`src/rtl/nn_pkg.sv`:
```
`default_nettype none
// ============================================================================
//  Module      : nn_pkg
//  Description : Shared widths and the sequencer state encoding for the
//                fully connected layer sequencer and its activation stage.
//  Revision    : 1.0 - initial release
// ============================================================================
package nn_pkg;

   localparam int FAN_IN  = 20;                   // inputs per neuron
   localparam int IN_W    = 16;                   // signed input element width
   localparam int W_W     = 8;                    // signed weight / bias width
   localparam int ACC_W   = 32;                   // signed accumulator width
   localparam int X_BUS_W = FAN_IN * IN_W;        // 320-bit input vector bus
   localparam int W_BUS_W = FAN_IN * W_W + W_W;   // 168-bit weights + bias bus

   typedef enum logic [2:0] {
      S_IDLE  = 3'd0,
      S_FETCH = 3'd1,
      S_WAIT  = 3'd2,
      S_CALC  = 3'd3,
      S_EMIT  = 3'd4,
      S_DONE  = 3'd5
   } state_t;

endpackage
`default_nettype wire

```
`src/rtl/nn_act.sv`:
```
`default_nettype none
// ============================================================================
//  Module      : nn_act
//  Description : Activation stage applied to each neuron sum before it is
//                registered. Build macro NEURON_RELU_EN selects ReLU;
//                without it the sum passes through unchanged.
//  Revision    : 1.0 - initial release
// ============================================================================
module nn_act
   import nn_pkg::*;
(
   input  logic signed [ACC_W-1:0] i_sum,
   output logic signed [ACC_W-1:0] o_act
);

   // Purely combinational: clamp negatives to zero, or pass through.
   always_comb begin
`ifdef NEURON_RELU_EN
      o_act = i_sum[ACC_W-1] ? '0 : i_sum;
`else
      o_act = i_sum;
`endif
   end

endmodule
`default_nettype wire

```
`src/rtl/neuron_layer_seq.sv`:
```
`default_nettype none
// ============================================================================
//  Module      : neuron_layer_seq
//  Description : Time-multiplexes one external 20-input neuron datapath over
//                NUM_NEURONS neurons. Latches the input vector on start,
//                fetches each neuron's weights from a 1-cycle synchronous ROM,
//                registers the datapath sum and streams results out with a
//                valid/ready handshake. Build macro NEURON_RELU_EN enables a
//                ReLU on the stored result (same latency either way).
//  Revision    : 1.0 - initial release
// ============================================================================
module neuron_layer_seq
   import nn_pkg::*;
#(
   parameter int NUM_NEURONS = 10,
   parameter int IDX_W       = 4
)
(
   input  logic                     clk,
   input  logic                     rst,
   input  logic                     i_start,
   input  logic [X_BUS_W-1:0]       i_x_vec,
   output logic                     o_busy,
   output logic [IDX_W-1:0]         o_w_addr,
   output logic                     o_w_rd,
   input  logic [W_BUS_W-1:0]       i_w_data,
   output logic [X_BUS_W-1:0]       o_nrn_x,
   output logic [W_BUS_W-1:0]       o_nrn_w,
   input  logic signed [ACC_W-1:0]  i_nrn_sum,
   output logic                     o_out_valid,
   input  logic                     i_out_ready,
   output logic signed [ACC_W-1:0]  o_out_data,
   output logic [IDX_W-1:0]         o_out_idx,
   output logic                     o_done
);

   state_t                   r_state;
   state_t                   w_next_state;
   logic [X_BUS_W-1:0]       r_x;
   logic [W_BUS_W-1:0]       r_w;
   logic [IDX_W-1:0]         r_idx;
   logic signed [ACC_W-1:0]  r_out_data;
   logic [IDX_W-1:0]         r_out_idx;
   logic signed [ACC_W-1:0]  w_act;
   logic                     w_last;

   assign w_last     = (r_idx == IDX_W'(NUM_NEURONS - 1));
   assign o_w_addr   = r_idx;
   assign o_nrn_x    = r_x;
   assign o_nrn_w    = r_w;
   assign o_out_data = r_out_data;
   assign o_out_idx  = r_out_idx;

   nn_act u_act (
      .i_sum (i_nrn_sum),
      .o_act (w_act)
   );

   // State register; reset aborts any pass in progress without a done pulse.
   always_ff @(posedge clk) begin
      if (rst) r_state <= S_IDLE;
      else     r_state <= w_next_state;
   end

   // Next-state decode and per-state output strobes.
   always_comb begin
      w_next_state = r_state;
      o_busy       = 1'b1;
      o_w_rd       = 1'b0;
      o_out_valid  = 1'b0;
      o_done       = 1'b0;
      case (r_state)
         S_IDLE: begin
            o_busy = 1'b0;
            if (i_start) w_next_state = S_FETCH;
         end
         S_FETCH: begin
            o_w_rd       = 1'b1;
            w_next_state = S_WAIT;
         end
         S_WAIT:  w_next_state = S_CALC;
         S_CALC:  w_next_state = S_EMIT;
         S_EMIT: begin
            o_out_valid = 1'b1;
            if (i_out_ready) w_next_state = w_last ? S_DONE : S_FETCH;
         end
         S_DONE: begin
            o_done       = 1'b1;
            w_next_state = S_IDLE;
         end
         default: begin
            o_busy       = 1'b0;
            w_next_state = S_IDLE;
         end
      endcase
   end

   // Datapath registers: vector latch, weight latch, neuron index, result.
   always_ff @(posedge clk) begin
      if (rst) begin
         r_x        <= '0;
         r_w        <= '0;
         r_idx      <= '0;
         r_out_data <= '0;
         r_out_idx  <= '0;
      end else begin
         case (r_state)
            S_IDLE: begin
               if (i_start) begin
                  r_x   <= i_x_vec;
                  r_idx <= '0;
               end
            end
            S_WAIT: r_w <= i_w_data;
            S_CALC: begin
               // Sum is sampled one cycle after the weight latch loads.
               r_out_data <= w_act;
               r_out_idx  <= r_idx;
            end
            S_EMIT: begin
               if (i_out_ready && !w_last) r_idx <= r_idx + 1'b1;
            end
            default: ;
         endcase
      end
   end

endmodule
`default_nettype wire

```
`config.mk`:
```
export PLATFORM = sky130hd
export DESIGN_NAME = neuron_layer_seq
export DESIGN_NICKNAME = d
export VERILOG_FILES = /design/src/rtl/nn_pkg.sv /design/src/rtl/nn_act.sv /design/src/rtl/neuron_layer_seq.sv
export SDC_FILE = /design/constraint.sdc
export NUM_CORES = 1
export LEC_CHECK = 0
export CORE_AREA = 4 4 413 415
export CTS_BUF_LIST = sky130_fd_sc_hd__clkbuf_16
export CTS_CLUSTER_SIZE = 16
export DETAILED_ROUTE_END_ITERATION = 7
export DIE_AREA = 0 0 417 419
export GPL_TIMING_DRIVEN = 1
export HOLD_SLACK_MARGIN = 0.03
export PLACE_DENSITY = 0.34
export REMOVE_ABC_BUFFERS = 1
export SLEW_MARGIN = 15
export SYNTH_ARGS = -nofsm -noshare
export SYNTH_HDL_FRONTEND = slang
export SYNTH_SLANG_ARGS = --single-unit
```
`constraint.sdc`:
```
create_clock -name clk -period 2.4 [get_ports clk]
set_input_delay 0.48 -clock clk [delete_from_list [all_inputs] [get_ports clk]]
set_output_delay 0.48 -clock clk [all_outputs]
set_load 0.02 [all_outputs]
```
# Word level (Yosys, flattened, before mapping)
# Index checks and enable logic that the tools add are counted.
[totals]
register_bits = 531
input_bits = 524
out_inout_bits = 532
wordCells = 35
[op_classes]
addsub = 1
n_eq_ne = 9
muxes = 11
n_reduce_logical = 8
[op_table]
columns = ["op", "n"]
rows = [
  ["one-hot mux 3 bit (5 select lines)", 1],
  ["2-to-1 mux 3 bit", 3],
  ["2-to-1 mux 4 bit", 2],
  ["one-hot mux 4 bit (2 select lines)", 1],
  ["== test 3 x 2 -> 1 bit (second input constant)", 2],
  ["== test 3 bit (second input constant)", 2],
  ["inequality test 2 bit (second input constant)", 3],
  ["OR reduction 5 bit", 1],
  ["adder 4 x 1 -> 4 bit (second input constant)", 1],
  ["== test 4 bit (second input constant)", 1],
  ["2-to-1 mux 1 bit", 4],
  ["AND reduction 2 bit", 2],
  ["== test 3 x 1 -> 1 bit (second input constant)", 1],
  ["logical NOT 3 bit", 1],
  ["AND reduction 3 bit", 1],
  ["nonzero test 2 bit", 1],
  ["logical AND 1 bit", 1],
  ["logical NOT 1 bit", 1],
]

# Depth between registers and ports, before layout
# Gate-level depths: netlist of the first run.
[logic_depth]
depth_word = 5
mapped_depth = 7
mapped_depth_nobuf = 5

# Hierarchy
# Synthesis of the first run repeated with hierarchy kept, for this count alone.
[hier_totals]
cells_unflattened = 2355
area_unflattened_um2 = 18517.8
[modules_own_cells]
columns = ["module", "instances", "cells_per_inst", "area_each_um2", "seq_area_each_um2"]
rows = [
  ["neuron_layer_seq", 1, 2323, 18277.5, 10630.2],
  ["nn_act", 1, 32, 240.2, 0.0],
]

# Worst setup path after synthesis of the first run
# OpenSTA, ideal clock, no wires.
[synth_timing]
path_kind = "reg-to-reg"
startpoint = "register r_idx[1] (netlist: o_w_addr[1])"
endpoint = "register r_idx[2] (netlist: o_w_addr[2])"
setup_time_ps = 74
t_arrival_ps = 1591
t_required_ps = 2326
setup_slack_ps = 734
path_stages_with_launch = 7
n_path_buf = 1
period_less_slack_ps = 1666
cell_sequence = "dfxtp_1 -> inv_1 -> ha_1 -> and3b_1 -> buf_1 -> or4_1 -> a31oi_1"
[synth_via]
elab_chain_len = 5
word_cells_on_any_way = 8
cone_classes = "add/sub (1); eq/ne (2); mux (2); reduce/logical (3)"
[synth_rtl]
columns = ["element", "line_no", "rtl"]
rows = [
  ["from (decl)", "neuron_layer_seq.sv:41", "logic [IDX_W-1:0] r_idx;"],
  ["from (signal assigned)", "neuron_layer_seq.sv:121", "if (i_out_ready && !w_last) r_idx <= r_idx + 1'b1;"],
  ["branches (longest 5 deep; another with adder 4 x 1 -> 4 bit)", "--", ""],
]
# Parallel ways; which one is timed is not known. The select of a mux whose other input is x is not followed.
# A chain may end at the register's enable or synchronous reset.

# Worst setup path after layout of the first run
[layout_timing]
startpoint = "register r_x[151] (netlist: o_nrn_x[151])"
endpoint = "output o_nrn_x[151]"
[layout_rtl]
columns = ["element", "line_no", "rtl"]
rows = [
  ["from (decl)", "neuron_layer_seq.sv:39", "logic [X_BUS_W-1:0] r_x;"],
  ["from (signal assigned)", "neuron_layer_seq.sv:110", "r_x <= i_x_vec;"],
  ["to (decl)", "neuron_layer_seq.sv:27", "output logic [X_BUS_W-1:0] o_nrn_x,"],
]
# No word-level cell between the ends.

==> results of run 1 <==
[worst paths after layout]
path         cells after the start                      start                   endpoint  slack [ps]
max                              1  o_nrn_x[151]$_SDFFE_PP0P_               o_nrn_x[151]         160
min                              2                        rst  o_nrn_w[158]$_SDFFE_PP0P_         310
max reg2reg                      6    r_state[0]$_SDFFE_PP0P_  o_nrn_x[208]$_SDFFE_PP0P_         560
min reg2reg                      2   o_nrn_w[25]$_SDFFE_PP0P_   o_nrn_w[25]$_SDFFE_PP0P_         450
[per-stage QoR]
| step | hold WS, ps | cell area [sq um] | utilization | setup WS, ps |
|---|---|---|---|---|
| after detailed placement | 446 | 31700 | 0.190 | 96.7 |
| final | 309 | 33900 | 0.204 | 164 |
| after floorplan | 528 | 17500 | - | -11040 |
| after global routing | 253 | 33900 | 0.204 | 6.15 |
| after CTS | 234 | 33900 | 0.203 | 0.814 |
| after global placement | 441 | 31700 | 0.190 | 109 |
[power breakdown]
part / switching, uW / leakage, uW / internal [uW]
combinational: 2960 / 0.00625 / 2530
sequential: 341 / 0.00434 / 9490
clock: 4380 / 0.00115 / 5760
total: 7680 / 0.0117 / 17800
[layout by cell type (no fill, tap or decap), types with 2 or more instances in the layout]
cell / Yosys / routed
sky130_fd_sc_hd__dlygate4sd2_1: 0 / 2
sky130_fd_sc_hd__a31oi_1: 2 / 2
sky130_fd_sc_hd__nor3_1: 2 / 2
sky130_fd_sc_hd__or4_1: 3 / 3
sky130_fd_sc_hd__a21oi_1: 528 / 528
sky130_fd_sc_hd__o311ai_0: 4 / 4
sky130_fd_sc_hd__ha_1: 2 / 2
sky130_fd_sc_hd__buf_4: 1 / 42
sky130_fd_sc_hd__dfxtp_1: 531 / 531
sky130_fd_sc_hd__clkinv_2: 0 / 3
sky130_fd_sc_hd__inv_6: 0 / 3
sky130_fd_sc_hd__nand3b_1: 3 / 3
sky130_fd_sc_hd__buf_12: 0 / 29
sky130_fd_sc_hd__inv_1: 3 / 28
sky130_fd_sc_hd__clkinv_8: 0 / 2
sky130_fd_sc_hd__o21ai_0: 2 / 2
sky130_fd_sc_hd__and3b_1: 3 / 3
sky130_fd_sc_hd__diode_2: 0 / 7
sky130_fd_sc_hd__clkbuf_16: 0 / 75
sky130_fd_sc_hd__clkinv_1: 0 / 16
sky130_fd_sc_hd__nand2_1: 1048 / 1048
sky130_fd_sc_hd__clkdlybuf4s50_1: 0 / 1049
sky130_fd_sc_hd__clkinvlp_4: 0 / 2
[cell families after synthesis]
kind of cell    count (synthesis)
simple gates                 1069
xor+xnor                        1
compound gates                537
flops                         531
fa+ha+maj                       2
buf+inv                       183
[state kept, by name (all words and copies together) (netlist names)]
signal,flops
o_out_idx,4
o_out_data,32
o_nrn_x,320
o_nrn_w,168
r_state,3
o_w_addr,4
[routing by layer]
metal / track usage / part of all wire / wire length (microns) / vias up
met3: 0.0460 / 0.084 / 8650 / 146
li1: - / - / - / 9540
met1: 0.115 / 0.36 / 37500 / 8782
met4: 0.0352 / 0.029 / 2970 / 8
met5: 0 / 0.00053 / 54 / -
met2: 0.202 / 0.52 / 53600 / 589
[final cells by class]
cell class              count  area share
flip-flops and latches    531       0.313
diodes                      7    0.000516
inverters                   3    0.000332
clock buffers              75      0.0553
clock inverters            54     0.00889
well taps                2204      0.0813
multi-input cells        1609       0.202
repair buffers           1126       0.338
[repair_timing]
action,CTS,global route
hold endpoints to repair,0,0
endpoints found under the setup margin,4,3
gates resized for setup,6,4
gates cloned,0,0
==> reports/summary.md, run 1 <==
- complete, no violations — outcome
- 531 — Seq cells post-synth
- 419 microns — Die Y
- 27 — unique cell type count in the Yosys netlist
- sky130_fd_sc_hd__clkdlybuf4s50_1 — critical path's slowest cell
- 660 ps — largest stage delay on the critical path
- 0.224 — post-synthesis share of cell area spent on and, or, nand and nor gates
- 0 — warnings from Yosys
- 0 — number of setup buffers added after CTS
- 417 microns — Die W
- 18.3 microns — Avg WL per Cell
- 0.582 — register area share after synthesis
- 4 — number of iterations in the first detailed-routing pass
- 3.40 — DR vias/cell
- 1920 ps — Crit path required time
- 2323 — gate count of the mapped netlist
- 0 — number of routed nets with antenna violations
- 2240 ps — Final min period
- sky130_fd_sc_hd__dfxtp_1 — cell type with the largest total area after synthesis
- 167000 sq um — Core Area
- 0.00137 — arithmetic-cell share of the synthesized area counting full adders, half adders and majority gates
- 0.000479 — XOR/XNOR share of the synthesized area
- 0 ps — Setup TNS
- 0 — post-detailed-route DRC marker count
- 749 — number of violations reported at the end of detailed-routing iteration 0
- 0 — global route overflow
- 0.597 — Max-Slew Margin vs Limit
- 3 — CTS max path bufs
- sky130_fd_sc_hd__dfxtp_1 58%, sky130_fd_sc_hd__nand2_1 22%, sky130_fd_sc_hd__a21oi_1 14% — top cells by area, synth
- 3 — H-tree depth
- 14 — initial antenna violation count
- 0 — final hold vios
- 0.0117 uW — leakage power
- 0.110 — initial core utilization
- 2 — worst-path maximum fanout
- 85.6% — area growth from synthesis to final layout
- 98 — largest net degree at the start of global routing
- reg -> out — worst setup path category
- 0 — async set-or-reset flop fraction in the synthesized netlist
- sky130_fd_sc_hd__dfxtp_1 — most used flip-flop cell after synthesis
- 10600 sq um — sequential cell area in the final layout
- 0 — multiplexer share of the synthesized area
- 1048 x sky130_fd_sc_hd__nand2_1, 531 x sky130_fd_sc_hd__dfxtp_1, 528 x sky130_fd_sc_hd__a21oi_1 — top cells by count, synth
- 6870 sq um — total area of multi-input combinational cells
- 25500 uW — Total Power
- 751 nW/um^2 — Power Density
- 18600 — fillers
- 0 — count of flip-flops with a built-in enable after synthesis
- 103 mm — Total Routed Length
- 7.87 sq um — mean post-synth cell area
- 1760 ps — Critical Path AT
- 0.932 — fraction of the cycle the final worst path needs
- 1055 — IO Port Bufs
- 142 mm — wire length of the first global-routing pass
- 0 — maximum capacitance violations
- 5609 — number of non-filler instances in the completed layout
- done — CTS tree
- 19000 — number of global-route vias before repair
- 531 — clock sink count
- 447 MHz — maximum operating frequency
- 60 ps — clock transition time at the flip-flop clock pins of the worst setup and hold paths
- 19100 — via count
- 0.111 — overall routing resource usage
- 18300 sq um — combined area of all synthesized cells
- output port — kind of end point of the critical path
- sky130_fd_sc_hd__clkbuf_16 — Clock Root Buffer
- clkdlybuf4s50_1 — CP cell instances
- 0.799 — GPL Wtd Cong
- 0.000415 V — worst voltage drop across the vdd grid
- 1056 — number of top-level pins
- sky130_fd_sc_hd__nand2_1 — library cell with the highest instance count after synthesis
- 3871 — final net count
- 27.6 ps — Clock Skew
- 5473 — placed cell count
- 78.2 mm — DP HPWL
- buffers and inverters — family with the most delay on the worst path
- flop — kind of start point of the critical path
- 604 ps — transition at the pin with the smallest max-transition slack
- 150 — FP Rows
- 650 ps — clock insertion delay at the later pin of the skew report
- false — setup repair after global routing missed its margin
- 0.148 — area fraction in compound gates after synthesis
- 0.582 — area fraction of the dominant cell type after synthesis
- simple AND/OR/NAND/NOR gates — combinational family with the most area after synthesis
- 0 — cts-stage hold buffer count
- in -> reg — path category of the worst min-delay check
- 74 — Inserted Clock Buffers
- 175000 sq um — area enclosed by the die boundary
- 1 — Crit path buffers/inverters
- 0 — total setup violations reported at the end of the flow
- 0.0486 — ratio of cells with drive above 1 in the final layout
- 0 — final max-slew violation count
No activity file was read; power rests on OpenSTA's default activity.
==> inputs of run 2 (changes only) <==
Settings changed: CAP_MARGIN set to 20, RECOVER_POWER set to 25.
==> reports/summary.md, run 2 (synthesis gave the netlist of run 1 again) <==
- 0 — final hold vios, unchanged
- 3 — CTS max path bufs, unchanged
- 2 — worst-path maximum fanout, unchanged
- 751 nW/um^2 — Power Density, about the same
- 0 — global route overflow, unchanged
- 0.0471 — ratio of cells with drive above 1 in the final layout, was 0.0486
- 142 mm — wire length of the first global-routing pass, unchanged
- 175000 sq um — area enclosed by the die boundary, unchanged
- 2 — number of cells traversed by the worst hold path, unchanged
- 78.2 mm — DP HPWL, unchanged
- 0 ps — Setup TNS, unchanged
- 1750 ps — Critical Path AT, was 1760 ps
- 0.203 — end-of-flow core utilization, was 0.204
- sky130_fd_sc_hd__clkdlybuf4s50_1 — critical path's slowest cell, unchanged
- buffers and inverters — family with the most delay on the worst path, unchanged
- output port — kind of end point of the critical path, unchanged
- 0.931 — fraction of the cycle the final worst path needs, was 0.932
- 0.111 — overall routing resource usage, unchanged
- 0.427 — Max-Slew Margin vs Limit, was 0.597
- 1920 ps — Crit path required time, about the same
- 660 ps — largest stage delay on the critical path, about the same
- 4 — number of iterations in the first detailed-routing pass, unchanged
- 650 ps — clock insertion delay at the later pin of the skew report, about the same
- 74 — Inserted Clock Buffers, unchanged
- 417 microns — Die W, unchanged
- false — setup repair after global routing missed its margin, unchanged
- 1055 — IO Port Bufs, unchanged
- 2230 ps — Final min period, was 2240 ps
- met2 — GR peak layer, unchanged
- 0.0117 uW — leakage power, about the same
- 310 ps — Final Hold Slack, was 309 ps
- 60 ps — clock transition time at the flip-flop clock pins of the worst setup and hold paths, about the same
- flop — kind of start point of the critical path, unchanged
- 260 ps — worst-case register-to-register setup slack, was 560 ps
- 167000 sq um — Core Area, unchanged
- 96.7 ps — post-placement setup slack, unchanged
- 14 — initial antenna violation count, unchanged
- sky130_fd_sc_hd__clkbuf_16 — Clock Root Buffer, unchanged
- 0 — total setup violations reported at the end of the flow, unchanged
- 165 ps — least setup slack across all paths after layout, was 164 ps
- 0 — number of setup buffers added after CTS, unchanged
- 0.0460 — met3 capacity usage during global routing, unchanged
- 98 — largest net degree at the start of global routing, unchanged
- in -> reg — path category of the worst min-delay check, unchanged
- complete, no violations — outcome, unchanged
- 531 — clock sink count, unchanged
- o_nrn_w[158]$_SDFFE_PP0P_ — worst hold path endpoint, unchanged
- reg -> out — worst setup path category, unchanged
- 448 MHz — maximum operating frequency, was 447 MHz
- 0 — maximum capacitance violations, unchanged
- 19100 — via count, about the same
- 859 ps — transition at the pin with the smallest max-transition slack, was 604 ps
- sky130_fd_sc_hd__clkdlybuf4s50_1 — leading cell type in the layout, fill and taps excluded, unchanged
- 0 — number of routed nets with antenna violations, unchanged
- 0.110 — initial core utilization, unchanged
- 3.41 — DR vias/cell, was 3.40
- 0.115 — met1 usage in global routing, unchanged
- 3871 — final net count, unchanged
- o_nrn_x[105]$_SDFFE_PP0P_ — reg2reg end, was o_nrn_x[208]$_SDFFE_PP0P_
- clkdlybuf4s50_1 — CP cell instances, unchanged
- 103 mm — Total Routed Length, about the same
- 19000 — number of global-route vias before repair, unchanged
- 6 — cell count of the worst reg-to-reg path, unchanged
- 18.3 microns — Avg WL per Cell, about the same
- 1049 x sky130_fd_sc_hd__clkdlybuf4s50_1, 1048 x sky130_fd_sc_hd__nand2_1, 531 x sky130_fd_sc_hd__dfxtp_1 — highest-count cells in the layout ignoring fill and taps, unchanged
- 1056 — number of top-level pins, unchanged
- 0 — post-detailed-route DRC marker count, unchanged
- 419 microns — Die Y, unchanged
- 0.799 — GPL Wtd Cong, unchanged
- done — CTS tree, unchanged
- 0.202 — global routing usage on met2, unchanged
- 150 — FP Rows, unchanged
- 1 — Crit path buffers/inverters, unchanged
- rst — hold wc startpoint, unchanged
- 85.0% — area growth from synthesis to final layout, was 85.6%
- r_state[0]$_SDFFE_PP0P_ — Critical R2R Launch, unchanged
- 27.5 ps — Clock Skew, was 27.6 ps
- 0 — final max-slew violation count, unchanged
- 3 — H-tree depth, unchanged
- 749 — number of violations reported at the end of detailed-routing iteration 0, unchanged
- 0.000415 V — worst voltage drop across the vdd grid, about the same
- 320 — Largest register FFs, unchanged
run 2: worst max path at each step:
stage	slack, ps	from	depth (start not counted)	end
after floorplan	-11040	i_start	3	o_nrn_x[0]$_SDFFE_PP0P_
after global placement	110	i_start	6	o_nrn_x[204]$_SDFFE_PP0P_
after detailed placement	100	i_start	6	o_nrn_x[204]$_SDFFE_PP0P_
after CTS	0.8	o_nrn_x[64]$_SDFFE_PP0P_	1	o_nrn_x[64]
after global routing	20	r_state[0]$_SDFFE_PP0P_	6	o_nrn_x[69]$_SDFFE_PP0P_
final	170	o_nrn_x[151]$_SDFFE_PP0P_	1	o_nrn_x[151]
run 2: area by class of cell:
class,instances,area (sq um)
clock buffers,75,1880
well taps,2204,2760
inverters,3,11.3
fillers,18600,133000
multi-input cells,1609,6850
repair buffers,1126,11400
flip-flops and latches,531,10600
diodes,7,17.5
clock inverters,54,302
run 2: per-layer routing:
| metal | routed length [microns] | up-vias |
|---|---|---|
| li1 | - | 9539 |
| met1 | 37400 | 8848 |
| met2 | 53700 | 601 |
| met3 | 8730 | 146 |
| met4 | 2970 | 8 |
| met5 | 54 | - |
run 2: stage by stage:
step	area, sq um	power, uW	cells
after floorplan	17500	12300	2143
after global placement	31700	15600	5473
after detailed placement	31700	15600	5473
after CTS	33900	26200	5602
after global routing	33800	26800	5608
final	33800	25400	5609
run 2: power by group:
| group | internal (uW) | switching, uW | total (uW) |
|---|---|---|---|
| logic | 2490 | 2950 | 5440 |
| clock network | 5760 | 4390 | 10100 |
| registers | 9490 | 341 | 9830 |
| total | 17700 | 7680 | 25400 |
run 2: repair_timing:
item	CTS	global route
resized for setup	6	4
pin swaps	0	0
setup endpoints to repair	4	3
hold buffers	0	0
